**src/rtl/gdp_sched.sv**
```systemverilog
// gdp_sched: round-robin job scheduler in front of a single summation engine.
// Four requesters raise level requests; one winner at a time is granted, its
// operand is latched onto eng_n, the engine is run until it reports done or a
// timeout expires, and the result is returned as a one-cycle response pulse.
// After every job the engine is held idle for RECOVER cycles.
//
// Handshake: req[i] is a level held by requester i until it sees gnt[i] (a
// one-cycle pulse); a req dropped before its gnt is simply never granted.
// rsp_valid[i] is a one-cycle pulse that qualifies rsp_sum/rsp_err, which then
// hold their value until the next response. eng_go is a level: the engine runs
// while it is high, and eng_done/eng_sum are only looked at while waiting.
module gdp_sched #(
  parameter int unsigned TIMEOUT = 255,
  parameter int unsigned RECOVER = 2
) (
  input  logic        clk,
  input  logic        restart,
  input  logic [3:0]  req,
  input  logic [31:0] n_in,
  output logic [3:0]  gnt,
  output logic [3:0]  rsp_valid,
  output logic [7:0]  rsp_sum,
  output logic        rsp_err,
  output logic [7:0]  eng_n,
  output logic        eng_go,
  input  logic [7:0]  eng_sum,
  input  logic        eng_done,
  output logic        busy,
  output logic [2:0]  dbg_state
);

  typedef enum logic [2:0] {
    IDLE  = 3'd0,
    ISSUE = 3'd1,
    WAIT  = 3'd2,
    RESP  = 3'd3,
    RCVR  = 3'd4
  } state_t;

  localparam logic [7:0] TOUT     = TIMEOUT[7:0];
  localparam logic [2:0] RCV_LAST = 3'(RECOVER - 1);

  state_t     state, state_d;
  logic [1:0] ptr;
  logic [1:0] win;
  logic [7:0] cnt;
  logic [2:0] rcnt;
  logic       pick_found;
  logic [1:0] pick_idx;
  logic [7:0] cnt_next;
  logic       tout_hit;
  logic [3:0] win_oh;

  assign cnt_next  = cnt + 8'd1;
  assign tout_hit  = (cnt_next == TOUT);
  assign win_oh    = 4'b0001 << win;
  assign dbg_state = state;

  // Round-robin search: first requesting index starting at ptr, wrapping mod 4.
  always_comb begin
    pick_found = 1'b0;
    pick_idx   = ptr;
    for (int i = 0; i < 4; i++) begin
      logic [1:0] cand;
      cand = ptr + 2'(i);
      if (!pick_found && req[cand]) begin
        pick_found = 1'b1;
        pick_idx   = cand;
      end
    end
  end

  // State register; restart returns to IDLE immediately.
  always_ff @(posedge clk or negedge restart) begin
    if (!restart) state <= IDLE;
    else          state <= state_d;
  end

  // Next-state and state-decoded outputs.
  always_comb begin
    state_d   = state;
    gnt       = 4'b0000;
    rsp_valid = 4'b0000;
    eng_go    = 1'b0;
    busy      = 1'b1;
    case (state)
      IDLE: begin
        busy = 1'b0;
        if (pick_found) state_d = ISSUE;
      end
      ISSUE: begin
        gnt     = win_oh;
        eng_go  = 1'b1;
        state_d = WAIT;
      end
      WAIT: begin
        eng_go = 1'b1;
        if (eng_done || tout_hit) state_d = RESP;
      end
      RESP: begin
        rsp_valid = win_oh;
        state_d   = RCVR;
      end
      RCVR: begin
        if (rcnt == RCV_LAST) state_d = IDLE;
      end
      default: state_d = IDLE;
    endcase
  end

  // Job datapath: winner/operand latch, wait counter, result capture, pointer.
  always_ff @(posedge clk or negedge restart) begin
    if (!restart) begin
      ptr     <= 2'd0;
      win     <= 2'd0;
      cnt     <= 8'd0;
      rcnt    <= 3'd0;
      eng_n   <= 8'd0;
      rsp_sum <= 8'd0;
      rsp_err <= 1'b0;
    end else begin
      case (state)
        IDLE: begin
          if (pick_found) begin
            win   <= pick_idx;
            eng_n <= n_in[8*pick_idx +: 8];
          end
        end
        ISSUE: cnt <= 8'd0;
        WAIT: begin
          cnt <= cnt_next;
          // A done seen on the final wait cycle still counts as success.
          if (eng_done) begin
            rsp_sum <= eng_sum;
            rsp_err <= 1'b0;
          end else if (tout_hit) begin
            rsp_sum <= 8'd0;
            rsp_err <= 1'b1;
          end
        end
        RESP: begin
          ptr  <= win + 2'd1;
          rcnt <= 3'd0;
        end
        RCVR: rcnt <= rcnt + 3'd1;
        default: ;
      endcase
    end
  end

endmodule

```
**config.mk**
```make
export PLATFORM = sky130hd
export DESIGN_NAME = gdp_sched
export DESIGN_NICKNAME = d
export VERILOG_FILES = /design/src/rtl/gdp_sched.sv
export SDC_FILE = /design/constraint.sdc
export NUM_CORES = 1
export LEC_CHECK = 0
export CAP_MARGIN = 20
export CORE_MARGIN = 2
export CORE_UTILIZATION = 24
export DETAILED_ROUTE_END_ITERATION = 8
export GPL_TIMING_DRIVEN = 1
export PLACE_DENSITY = 0.53
export SYNTH_ARGS = -nofsm -noshare
export SYNTH_HDL_FRONTEND = slang
export SYNTH_SLANG_ARGS = --single-unit
```
**constraint.sdc**
```tcl
create_clock -name clk -period 3 [get_ports clk]
set_input_delay 0.6 -clock clk [delete_from_list [all_inputs] [get_ports clk]]
set_output_delay 0.6 -clock clk [all_outputs]
set_load 0.05 [all_outputs]
```
## Word-level counts from Yosys, hierarchy flattened

Cells that the tools add are included.

| storage, ports and cells | value |
|---|---|
| output and inout port bits | 30 |
| bits in registers | 35 |
| logic and storage cells | 73 |
| bits of input ports | 47 |

| operators by class | value |
|---|---|
| order comparisons | 4 |
| add/sub/neg operators | 6 |
| equal/unequal tests | 9 |
| muxes and demuxes | 29 |
| reductions and logical operators | 15 |
| shift operators | 2 |

Operators with widths:

| kind | count |
|---|---|
| indexed part select 32 x 6 -> 8 bit | 1 |
| two-way mux 8 bit | 2 |
| case mux 8 bit (2 select lines) | 1 |
| case mux 3 bit (5 select lines) | 1 |
| < comparator 2 x 3 -> 1 bit, second input constant | 4 |
| two-way mux 1 bit | 12 |
| two-way mux 3 bit | 3 |
| adder 8 x 1 -> 8 bit, second input constant | 1 |
| binary-select mux 1 bit (select 2 bit) | 4 |
| == test 8 bit, second input constant | 1 |
| two-way mux 4 bit | 2 |
| == test 3 x 1 -> 1 bit, second input constant | 2 |
| == test 3 x 2 -> 1 bit, second input constant | 2 |
| two-way mux 2 bit | 3 |
| != test 2 bit, second input constant | 3 |
| case mux 3 bit (2 select lines) | 1 |
| nonzero test 2 bit | 3 |
| adder 2 x 1 -> 2 bit, second input constant | 2 |
| adder 2 bit, second input constant | 2 |
| AND reduction 2 bit | 2 |
| << shifter 1 x 2 -> 4 bit, first input constant | 1 |
| adder 3 x 1 -> 3 bit, second input constant | 1 |
| == test 3 bit, second input constant | 1 |
| logical AND 1 bit | 3 |
| 5 further kinds | 7 |

## Logic depth before layout (Yosys ltp)

Gate-level depths: netlist of the first run.

| logic depth | value |
|---|---|
| word-level depth | 14 |
| gate-level depth with buffers | 7 |
| gate-level depth less buffers | 6 |

## Worst setup path after synthesis of the first run

OpenSTA, ideal clock, no wires.

| timing | value |
|---|---|
| path type | register to output |
| from | register state[1] (netlist: dbg_state[1]) |
| to | output rsp_valid[0] |
| path slack | 0.628 ns |
| buffers on the path | 1 |
| stages on the path, launching flop included | 5 |
| data required time | 2.400 ns |
| data arrival time | 1.772 ns |
| cells stage by stage | dfrtp_1 -> clkbuf_1 -> nand2_1 -> nor2_1 -> and2_1 |

| between the ends | value |
|---|---|
| longest elaborated chain between the ends | 2 |

RTL lines:

| what | RTL line | RTL |
|---|---|---|
| start: declaration | 43 | `state_t state, state_d;` |
| start signal: assignment | 76 | `else state <= state_d;` |
| == test 3 x 2 -> 1 bit | 86 | `case (state)` |
| two-way mux 4 bit | 86 |  |
| end: declaration | 21 | `output logic [3:0] rsp_valid,` |

No other way between the ends.

## Worst setup path after layout of the first run

| timing | value |
|---|---|
| from | register state[1] (netlist: dbg_state[1]) |
| to | output rsp_valid[1] |

The elaborated chain is that of the path after synthesis.

==> metrics list, run 1 <==
- Drt wl/cell: 13.3 microns
* Worst vdd ir: 396 uV
* Total congestion overflow after global routing: 0
- First DRT Iteration DRCs: 97
- Vias after detailed routing: 1853
- Clock-pin slew was measured on the worst setup and hold paths at roughly 0.07 ns.
- For the pin with the worst max-slew slack, the measured transition is 0.799 ns.
* Global-route wire length before repair: 8.60 mm
* Setup TNS: 0 ns
- In this run the static leakage power is 0.00133 uW.
* Buffers inserted by post-CTS timing repair: 0
- The most used flip-flop cell after synthesis is sky130_fd_sc_hd__dfrtp_1.
* Endpoint type of the worst setup path: primary output
- 0 antenna diodes ended up in the layout.
- Remaining max-slew budget at the tightest pin: 46.7%
* Width of the die: 96.6 microns
* Clock buffers created by TritonCTS: 5
- Number of distinct library cells after synthesis: 51
- WP data arrival: 2.21 ns
- Compared with the post-synthesis result, the final layout area differs by 46.3%.
* Number of nets in the synthesized netlist: 272
- Setup repair after global routing left no endpoint under its margin.
- Worst Path Required: 2.40 ns
- After layout, the minimum clock period comes to 2.81 ns.
* Clock tree from TritonCTS: done
- The clock passes through at most 2 buffers.
- R2R depth: 6
- Entering global routing, the biggest net connects 36 pins.
- The die covers 9320 sq um.
- In this run the cell area of the synthesized design comes to 2060 sq um.
* Total count of hold-check failures in the final report: 0
- Total instance count after detailed placement: 392
- The startpoint identified for the worst register-to-register timing path is cnt[0].
- Sequential elements use about 43% of the synthesized area.
- Clock insertion delay at the later pin of the skew report: approximately 0.28 ns
* Worst min-delay path category: input port to asynchronous set/reset pin
* Async set-or-reset flop fraction in the synthesized netlist: 100%
* Number of nets still failing antenna checks after routing: 0
* Number of rows in the core area: 33
- Mapped Cells: approximately 220
- Total core area: just over 8000 sq um
- Final clock period utilization by the worst path: 93.6%
- Final cell count without fillers: 400
- The first detailed-routing pass ran for 4 iterations.
- The number of hold buffers added after CTS was 0.
- Synth warnings: 0
* Flops & latches, synth: 35
- Final net count: 349
- Upper clock frequency limit: 0.356 GHz
* CP max FO: 9
- Initial antenna violation count: 0
- The congestion estimate from routability-driven global placement came to 0.776.
* Worst clock skew on the final layout: between 0.003 and 0.004 ns
- Starting density of the core: between 20% and 30%
* H-tree Lvls: 2
* Via count of the first global-routing pass: about 1800
- The count of buffers added on input and output ports is 76.
* Number of endpoints failing setup at the final stage: 0
- Clk sinks: 35
- Vertical die dimension: 96.6 microns
* Number of enable flip-flop cells after synthesis: 0
- HPWL Detailed: around 4 mm
- A synthesized cell averages 9.47 sq um.
- Capture instance of the worst register-to-register path: rsp_sum[1]
- Number of placed I/O pins: 77
- DRC Markers: 0
* Power Dens Cells: 1010 nW/um^2
- By startpoint and endpoint, the worst setup path is classified as flip-flop to primary output.
- The tree is rooted in a sky130_fd_sc_hd__clkbuf_8.
* # fillers: 864
- Post-CTS repair changed the size of 0 cells.
* Proportion of layout cells with a drive suffix above 1: approximately 8.1%
* Max Slew Vio Count: 0
- For this run, the total global-route usage over all layers was measured as 11.9%.
- Setup slack on the worst reg-to-reg path comes out at 0.78 ns.
- Detail-routed via count per cell: between 4 and 5
- The run finished with clean final reports.
- The final layout contains routed wiring with a total length of 5.33 mm.
* Critical path launch point type: flip-flop
* Max-cap violation count: 0
## final cells by class
class | instances | area (sq um) | share of cell area (%)
Clock buffer | 7 | 76.3 | 2.54
Sequential cell | 35 | 876 | 29.1
Inverter | 8 | 30.0 | 0.998
Multi-Input combinational cell | 166 | 1110 | 36.9
Clock inverter | 1 | 5.00 | 0.166
Timing Repair Buffer | 78 | 778 | 25.9
Tap cell | 105 | 131 | 4.37
## state kept, by name, indices dropped and copies added, names as in the netlist
signal     cells
dbg_state      3
cnt            8
ptr            2
rsp_sum        8
rsp_err        1
win            2
eng_n          8
rcnt           3
## worst max-delay path by stage
stage               slack (ns)  cells after the start         start            to
floorplan                 0.63                      4  dbg_state[1]  rsp_valid[0]
global placement          0.38                      6        req[1]      eng_n[6]
detailed placement        0.33                      6        req[1]      eng_n[6]
CTS                       0.04                      4  dbg_state[1]  rsp_valid[0]
global route              0.09                      4  dbg_state[1]  rsp_valid[1]
finish                    0.19                      4  dbg_state[1]  rsp_valid[1]
## report_power, final
group	switching (uW)	leakage [uW]	internal [uW]
Combinational	1170	0.000854	702
Clock	167	0.0000422	163
Sequential	175	0.000439	653
Total	1510	0.00133	1520
## stage by stage
step | utilization [%] | setup slack (ns) | hold slack [ns] | instance area, sq um | total power [uW]
2_1_floorplan | - | 0.628 | 0.304 | 2060 | 2110
3_3_place_gp | 35.3 | 0.381 | 0.493 | 2920 | 2710
3_5_place_dp | 35.3 | 0.333 | 0.490 | 2920 | 2720
4_1_cts | 36.3 | 0.0357 | 0.434 | 3000 | 3070
5_1_grt | 36.4 | 0.0935 | 0.467 | 3010 | 3250
6_report | 36.4 | 0.191 | 0.403 | 3010 | 3030
## worst max-delay path, stage by stage (launching register included)
cell and delay [ns]:
sky130_fd_sc_hd__dfrtp_1 0.52, sky130_fd_sc_hd__nand2_1 0.18, sky130_fd_sc_hd__nor2_2 0.27, sky130_fd_sc_hd__and2_1 0.17, sky130_fd_sc_hd__clkdlybuf4s50_1 0.79
## layout by cell type, fill, tap and decap left out, types with 3 or more instances in the layout
cell                              count
sky130_fd_sc_hd__clkbuf_8             5
sky130_fd_sc_hd__ha_1                 8
sky130_fd_sc_hd__inv_1                8
sky130_fd_sc_hd__dfrtp_1             35
sky130_fd_sc_hd__a31oi_1              3
sky130_fd_sc_hd__nor2_1              17
sky130_fd_sc_hd__a21oi_1              8
sky130_fd_sc_hd__and2_1              10
sky130_fd_sc_hd__nor2b_1              3
sky130_fd_sc_hd__clkdlybuf4s50_1     72
sky130_fd_sc_hd__a221oi_1             7
sky130_fd_sc_hd__nand2_1             29
sky130_fd_sc_hd__o21ai_0             20
sky130_fd_sc_hd__dlymetal6s2s_1       3
sky130_fd_sc_hd__mux2i_1             14
## synth_stat cells (all sizes together), types with 3 or more instances
cell / count / area [sq um]
a31oi: 3 / 18.8
ha: 8 / 100
buf: 5 / 30.0
nor2: 19 / 73.8
a221oi: 7 / 61.3
nand2: 29 / 109
nor2b: 3 / 18.8
nand3: 3 / 20.0
clkbuf: 3 / 11.3
o21ai: 20 / 100
dfrtp: 35 / 876
a21oi: 9 / 48.8
mux2i: 14 / 140
inv: 8 / 30.0
and2: 10 / 62.6
and3: 3 / 23.8
## cells by family (layout without fill, tap and decap cells)
group | after synthesis | in the layout | synth area share (%)
mux | 16 | 16 | 7.91
simple gates | 82 | 82 | 20.5
flops | 35 | 35 | 42.6
fa+ha+maj | 8 | 8 | 4.87
xor+xnor | 3 | 3 | 1.28
compound gates | 57 | 57 | 19.4
buf+inv | 16 | 94 | 3.47
## layer usage
metal,vias up,wire length (microns),GRT usage [%]
li1,926,-,-
met1,867,2330,15.3
met2,56,2600,19.3
met3,4,347,2.95
met4,0,57,4.58
met5,-,0,0
(Power assumes the default switching activity.)
==> run 2, diff against run 1 <==
Settings changed: CORE_MARGIN 2 to 4.
==> run 2 against run 1 <==
Sequential share of layout area hardly changed. Worst hold slack lost 0.00062 ns. Clock skew increased by 0.0031 ns. Power is 0.32% higher. Core utilization about the same. Maximum frequency is 0.47% higher. Critical path depth stayed put. Combinational power about the same. Register-to-register slack about the same. Critical path type unchanged. Critical endpoint is now rsp_valid[2].
==> metrics list, run 2 (synthesis gave the netlist of run 1 again) <==
- First DRT Iteration DRCs: slightly above 70
- Setup repair after global routing left no endpoint under its margin.
- After detailed routing, the average wire length per cell comes to roughly 14 microns.
- STA classifies the critical path endpoint as a primary output.
* Power Dens Cells: 1010 nW/um^2
* Clock transition at the register clock pins on the worst setup and hold paths after CTS: 0.07 ns
- Final net count: between 300 and 400
* Clock tree from TritonCTS: done
- Setup TNS: 0 ns
- R2R depth: 6
* Final routed wirelength across all metal layers: 5.48 mm
- Once the clock tree was built, the resizer swapped 0 gates to a different size.
- On the final layout, the worst clock skew is 0.00698 ns.
- IR analysis of the VDD net gives a maximum drop of between 400 and 500 uV.
- In this run the worst path has a maximum fanout of 9.
* Cts hold-fix bufs: 0
* Clock period minus worst slack: 2.80 ns
* Final Total Pwr: 3040 uW
* Vias after detailed routing: approximately 1900
- Clock tree synthesis selected as its root buffer the cell sky130_fd_sc_hd__clkbuf_8.
* Number of endpoints failing setup at the final stage: 0
* Setup slack of the worst register-to-register path: 0.78 ns
- Clk sinks: 35
- Critical path launch point type: flip-flop
- Global routing used 11.1% of the available tracks across all layers.
- Worst Path Class, Setup: flip-flop to primary output
- The flow ran to the end, and the final reports show no timing, DRC or antenna violations.
* Total count of hold-check failures in the final report: 0
- Remaining max-slew budget at the tightest pin: 46.3%
* Total congestion overflow after global routing: 0
* HPWL Detailed: 4.17 mm
- Reported leakage power: between 0.001 and 0.0015 uW
- H-tree Lvls: 2
- Final clock period utilization by the worst path: between 90 and 100%
- The top cell types in the final layout, fill and taps aside, are sky130_fd_sc_hd__clkdlybuf4s50_1 (75), sky130_fd_sc_hd__dfrtp_1 (35), sky130_fd_sc_hd__nand2_1 (29).
- Clock latency on the worst-skew pair, taken at its later pin, is 0.28 ns.
- Largest net degree at the start of global routing: 36
- Cells fill 36.4% of the core in the end.
* Number of nets still failing antenna checks after routing: 0
- Via count of the first global-routing pass: 1867
- Pin slew with the least headroom to its limit: a little over 0.8 ns
- Total core area: between 8000 and 9000 sq um
* Worst Path Required: 2.40 ns
- Worst min-delay path category: input port to asynchronous set/reset pin
* DRC Markers: 0
- The area growth from synthesis to layout is 46.1%.
- The layout has about 850 filler cells.
- Max Slew Vio Count: 0
- Buffers placed on the I/O ports in this run total 76.
* Upper clock frequency limit: 0.358 GHz
* Inserted Diodes: 0
- Once the floorplan was initialized, standard cells occupied between 20% and 30% of the core.
- Launch point of the worst reg-to-reg path: cnt[0]
* Clock buffers created by TritonCTS: 5
- Drt pass-1 iters: 4
- Deepest clock path buffer count: 2
- Initial antenna violation count: 0
* CP startpoint: dbg_state[1]
- Leaving out fill and tap cells, the most frequent cell in the layout is sky130_fd_sc_hd__clkdlybuf4s50_1.
* Registers with the most flip-flops: cnt: 8 flops, eng_n: 8 flops, rsp_sum: 8 flops
- The congestion estimate from routability-driven global placement came to 0.790.
- Die footprint: 10100 sq um
- Detail-routed via count per cell: 4.65
- Capture instance of the worst register-to-register path: rsp_sum[3]
- between 70 and 80 I/O pins were placed.
- Cells with a size suffix above 1 make up under 10% of the layout.
- The tool flagged a number of max-cap violations equal to 0.
* Number of rows in the core area: 33
* Width of the die: 101 microns
* Global-route wire length before repair: between 8 and 9 mm
- Data arrives at the worst endpoint at 2.20 ns.
- Buffers inserted by post-CTS timing repair: 0
* Vertical die dimension: 101 microns
- CP Capture Point: rsp_valid[2]
## run 2: metal layers
layer,share of wire [%],vias up,global-route usage (%)
li1,-,925,-
met1,45,876,14.3
met2,48,51,17.5
met3,6.2,6,3.18
met4,1.5,0,4.04
met5,0,-,0
## run 2: worst max-delay path: stages (launching register included)
cell and delay [ns]:
sky130_fd_sc_hd__dfrtp_1 0.50, sky130_fd_sc_hd__nand2_1 0.18, sky130_fd_sc_hd__nor2_2 0.26, sky130_fd_sc_hd__and2_1 0.17, sky130_fd_sc_hd__clkdlybuf4s50_1 0.80
## run 2: stage by stage
stage | cells | worst slack, ns | area, sq um | hold WS, ns
6_report | 400 | 0.204 | 3000 | 0.402
5_1_grt | 400 | 0.0530 | 3000 | 0.453
4_1_cts | 400 | 0.0515 | 3000 | 0.423
3_5_place_dp | 392 | 0.344 | 2920 | 0.484
3_3_place_gp | 392 | 0.372 | 2920 | 0.494
2_1_floorplan | 217 | 0.628 | 2060 | 0.304
## run 2: layout make-up
| type | count | area, sq um | area share, % |
|---|---|---|---|
| repair buffers | 78 | 771 | 25.7 |
| clock inverters | 2 | 12.5 | 0.416 |
| flip-flops and latches | 35 | 876 | 29.2 |
| inverters | 8 | 30.0 | 1.00 |
| clock buffers | 6 | 72.6 | 2.42 |
| multi-input cells | 166 | 1110 | 37.0 |
| well taps | 105 | 131 | 4.37 |
## run 2: worst min-delay path by stage
stage / slack [ns] / cells after the start / from / end
after floorplan: 0.30 / 0 / restart / cnt[0]
after global placement: 0.49 / 1 / rsp_err / rsp_err
after detailed placement: 0.48 / 1 / rsp_err / rsp_err
after CTS: 0.42 / 1 / restart / rsp_sum[3]
after global routing: 0.45 / 1 / restart / rsp_sum[3]
final: 0.40 / 1 / restart / rsp_sum[3]
## run 2: where the power goes
group          switching, uW  internal (uW)  total, uW
combinational           1170            702       1870
sequential               179            653        832
clock                    171            162        333
==> run 3, diff against run 2 <==
Settings changed: SETUP_SLACK_MARGIN from default to 0.15.
Clock period 3 ns to 3.51 ns, I/O delays scaled along.
==> run 3 against run 2 <==
Setup slack gained 0.26 ns. Via count shrank 0.32%. Power shrank 14%. Core utilization is essentially flat. Sequential cell count is the same. Critical path type unchanged. First-iteration DRC count grew 74%. Clock-buffer cell count grew 2. Critical path depth is the same. Largest cell class unchanged. Sequential share of layout area is essentially flat.
==> metrics list, run 3 (synthesis gave the netlist of run 1 again) <==
- On the final layout, the worst clock skew is roughly 0.0044 ns.
* Buffers inserted by post-CTS timing repair: 0
- Reported leakage power: 0.00128 uW
- In the layout the commonest cells are sky130_fd_sc_hd__clkdlybuf4s50_1 (75), sky130_fd_sc_hd__dfrtp_1 (35), sky130_fd_sc_hd__nand2_1 (29).
- The final route contains around 1900 vias.
- Total congestion overflow after global routing: 0
- DRC Markers: 0
- Post-CTS repair changed the size of 0 cells.
* Number of endpoints failing setup at the final stage: 0
- Sequential Power Share: 27.0%
* Clock period minus worst slack: 3.04 ns
* Critical path launch point type: flip-flop
- Via count of the first global-routing pass: 1862
* Upper clock frequency limit: 0.329 GHz
* Clock network fraction of total power: 12.4%
- Across the run, the number of max-cap violations was 0.
- Crit path largest cell delay: about 0.80 ns
- Switch share: 49.5%
- By startpoint and endpoint, the worst setup path is classified as flip-flop to primary output.
* CTS Root Cell: sky130_fd_sc_hd__clkbuf_8
- The tightest hold path in the finished design has a slack of between 0.4 and 0.5 ns.
- In this run the tightest slew margin relative to its limit is a little under half.
- In this run the core area contains 33 standard-cell rows.
* IO Port Bufs: 76
- CP max FO: 9
- Power Dens Cells: 870 nW/um^2
- Clock transition at the register clock pins on the worst setup and hold paths after CTS: 0.07 ns
- Die footprint: around 10000 sq um
- For the pin with the worst max-slew slack, the measured transition is around 0.8 ns.
- Deepest clock path buffer count: 2
- Across the VDD grid, the largest voltage drop is 401 uV.
* Worst path slowest cell: sky130_fd_sc_hd__clkdlybuf4s50_1
- Most common library cell in the layout ignoring fill and taps: sky130_fd_sc_hd__clkdlybuf4s50_1
- Internal power comes to approximately 1300 uW.
- The congestion estimate from routability-driven global placement came to ~0.74.
* # fillers: 859
- In the final routed layout, each cell accounts on average for approximately 14 microns.
* Number of nets still failing antenna checks after routing: 0
- Number of placed I/O pins: 77
* Final std cell area, no fill: between 3000 and 4000 sq um
* Setup TNS: 0 ns
- STA classifies the critical path endpoint as a primary output.
- Inserted Diodes: 0
- For this block, the routed nets add up to 5.53 mm of wire.
- Counting every sink on the clock net gives 35.
* Width of the die: 101 microns
- Drt pass-1 iters: 4
- Area grow syn2layout: 46.0%
- The net count of the finished layout is ~350.
* Final clock period utilization by the worst path: a little under 90%
- Summed over all nets, the switching power comes to approximately 1300 uW.
- The design draws 2610 uW.
- The number of antenna violations at the first check in global routing was 0.
- H-tree Lvls: 2
- Clock insertion delay at the later pin of the skew report: 0.28 ns
- Across all setup checks in the final design, the least slack found is approximately 0.47 ns.
* Total core area: 8260 sq um
* Proportion of layout cells with a drive suffix above 1: 7.51%
* List of cells traversed by the critical path: nand2_1, nor2_1, and2_1, clkdlybuf4s50_1
- Global routing usage summed across all routing layers: 11.1%
- Area of the multi-input gates: 1110 sq um
- Before CTS, the worst setup slack after placement is 0.622 ns.
- The largest registers in the layout are cnt: 8 flops, eng_n: 8 flops, rsp_sum: 8 flops.
* Max Slew Vio Count: 0
- Starting density of the core: approximately a quarter
- The share of total power dissipated in combinational logic is 60.6%.
- After detailed routing, the number of vias per cell comes to 4.65.
* Setup slack of the worst register-to-register path: about 1.3 ns
- The worst hold path belongs to the class flip-flop to flip-flop.
- The number of failing hold endpoints at the final stage was 0.
* Outcome: complete, no violations
- For this design, the CTS-stage hold fixing added 0 buffers.
* Global-route wire length before repair: 9.03 mm
- Data arrives at the worst endpoint at around 2.3 ns.
* Setup repair after global routing missed its margin: no
- Across the whole layout, storage elements account for 876 sq um.
- First DRT Iteration DRCs: 125
* Largest net degree at the start of global routing: 36
- TritonCTS built the clock tree.
- From bottom edge to top edge, the die measures 101 microns.
- Once detailed placement completed, the half-perimeter wirelength came to 4.13 mm.
- Instance area at placement: between 2000 and 3000 sq um
- At the worst endpoint, the required time is 2.81 ns.
- Clock buffers created by TritonCTS: 5
## run 3: cell types whose count changed in the layout (fill, tap and decap cells not counted), sizes merged
cell / delta
buf: -2
clkbuf: +2
clkinv: -1
clkinvlp: -1
## run 3: through the flow
step	instances	util [%]
after floorplan	217	-
after global placement	390	35.1
after detailed placement	390	35.1
after CTS	398	36.3
after global routing	398	36.3
final	398	36.3
## run 3: layout make-up
type,count,area share [%]
Inverter,8,1.00
Tap cell,105,4.38
Sequential cell,35,29.2
Clock buffer,8,3.33
Multi-Input combinational cell,166,36.9
Timing Repair Buffer,76,25.2
## run 3: path summary, 6_finish.rpt
path	startpoint	end	depth (start not counted)
worst max-delay path	dbg_state[1]	rsp_valid[1]	4
min in group asynchronous	restart	rsp_sum[3]	1
max in group asynchronous	restart	dbg_state[0]	1
worst min register to register	rsp_err	rsp_err	1
worst min-delay path	rsp_err	rsp_err	1
worst max register to register	cnt[0]	rsp_sum[7]	6
## run 3: critical path: cells and delay by family, from the launching register on
family,cells,cell delay [ns]
buf+inv,1,0.80
simple gates,3,0.75
flops,1,0.50
## run 3: power by group through the flow
stage                     Sequential (uW)  Combinational, uW  Clock (uW)
final                                 706               1580         324
after global placement                713               1570           0
after floorplan                      1030                771           0
after detailed placement              707               1600           0
after CTS                             707               1600         334
after global routing                  733               1710         351
## run 3: per-layer routing
layer | up-vias | global-route usage (%) | share of wire (%)
met2 | 64 | 17.8 | 48
met4 | 0 | 4.25 | 1.6
li1 | 921 | - | -
met1 | 861 | 14.1 | 44
met3 | 6 | 3.25 | 6.6
met5 | - | 0 | 0
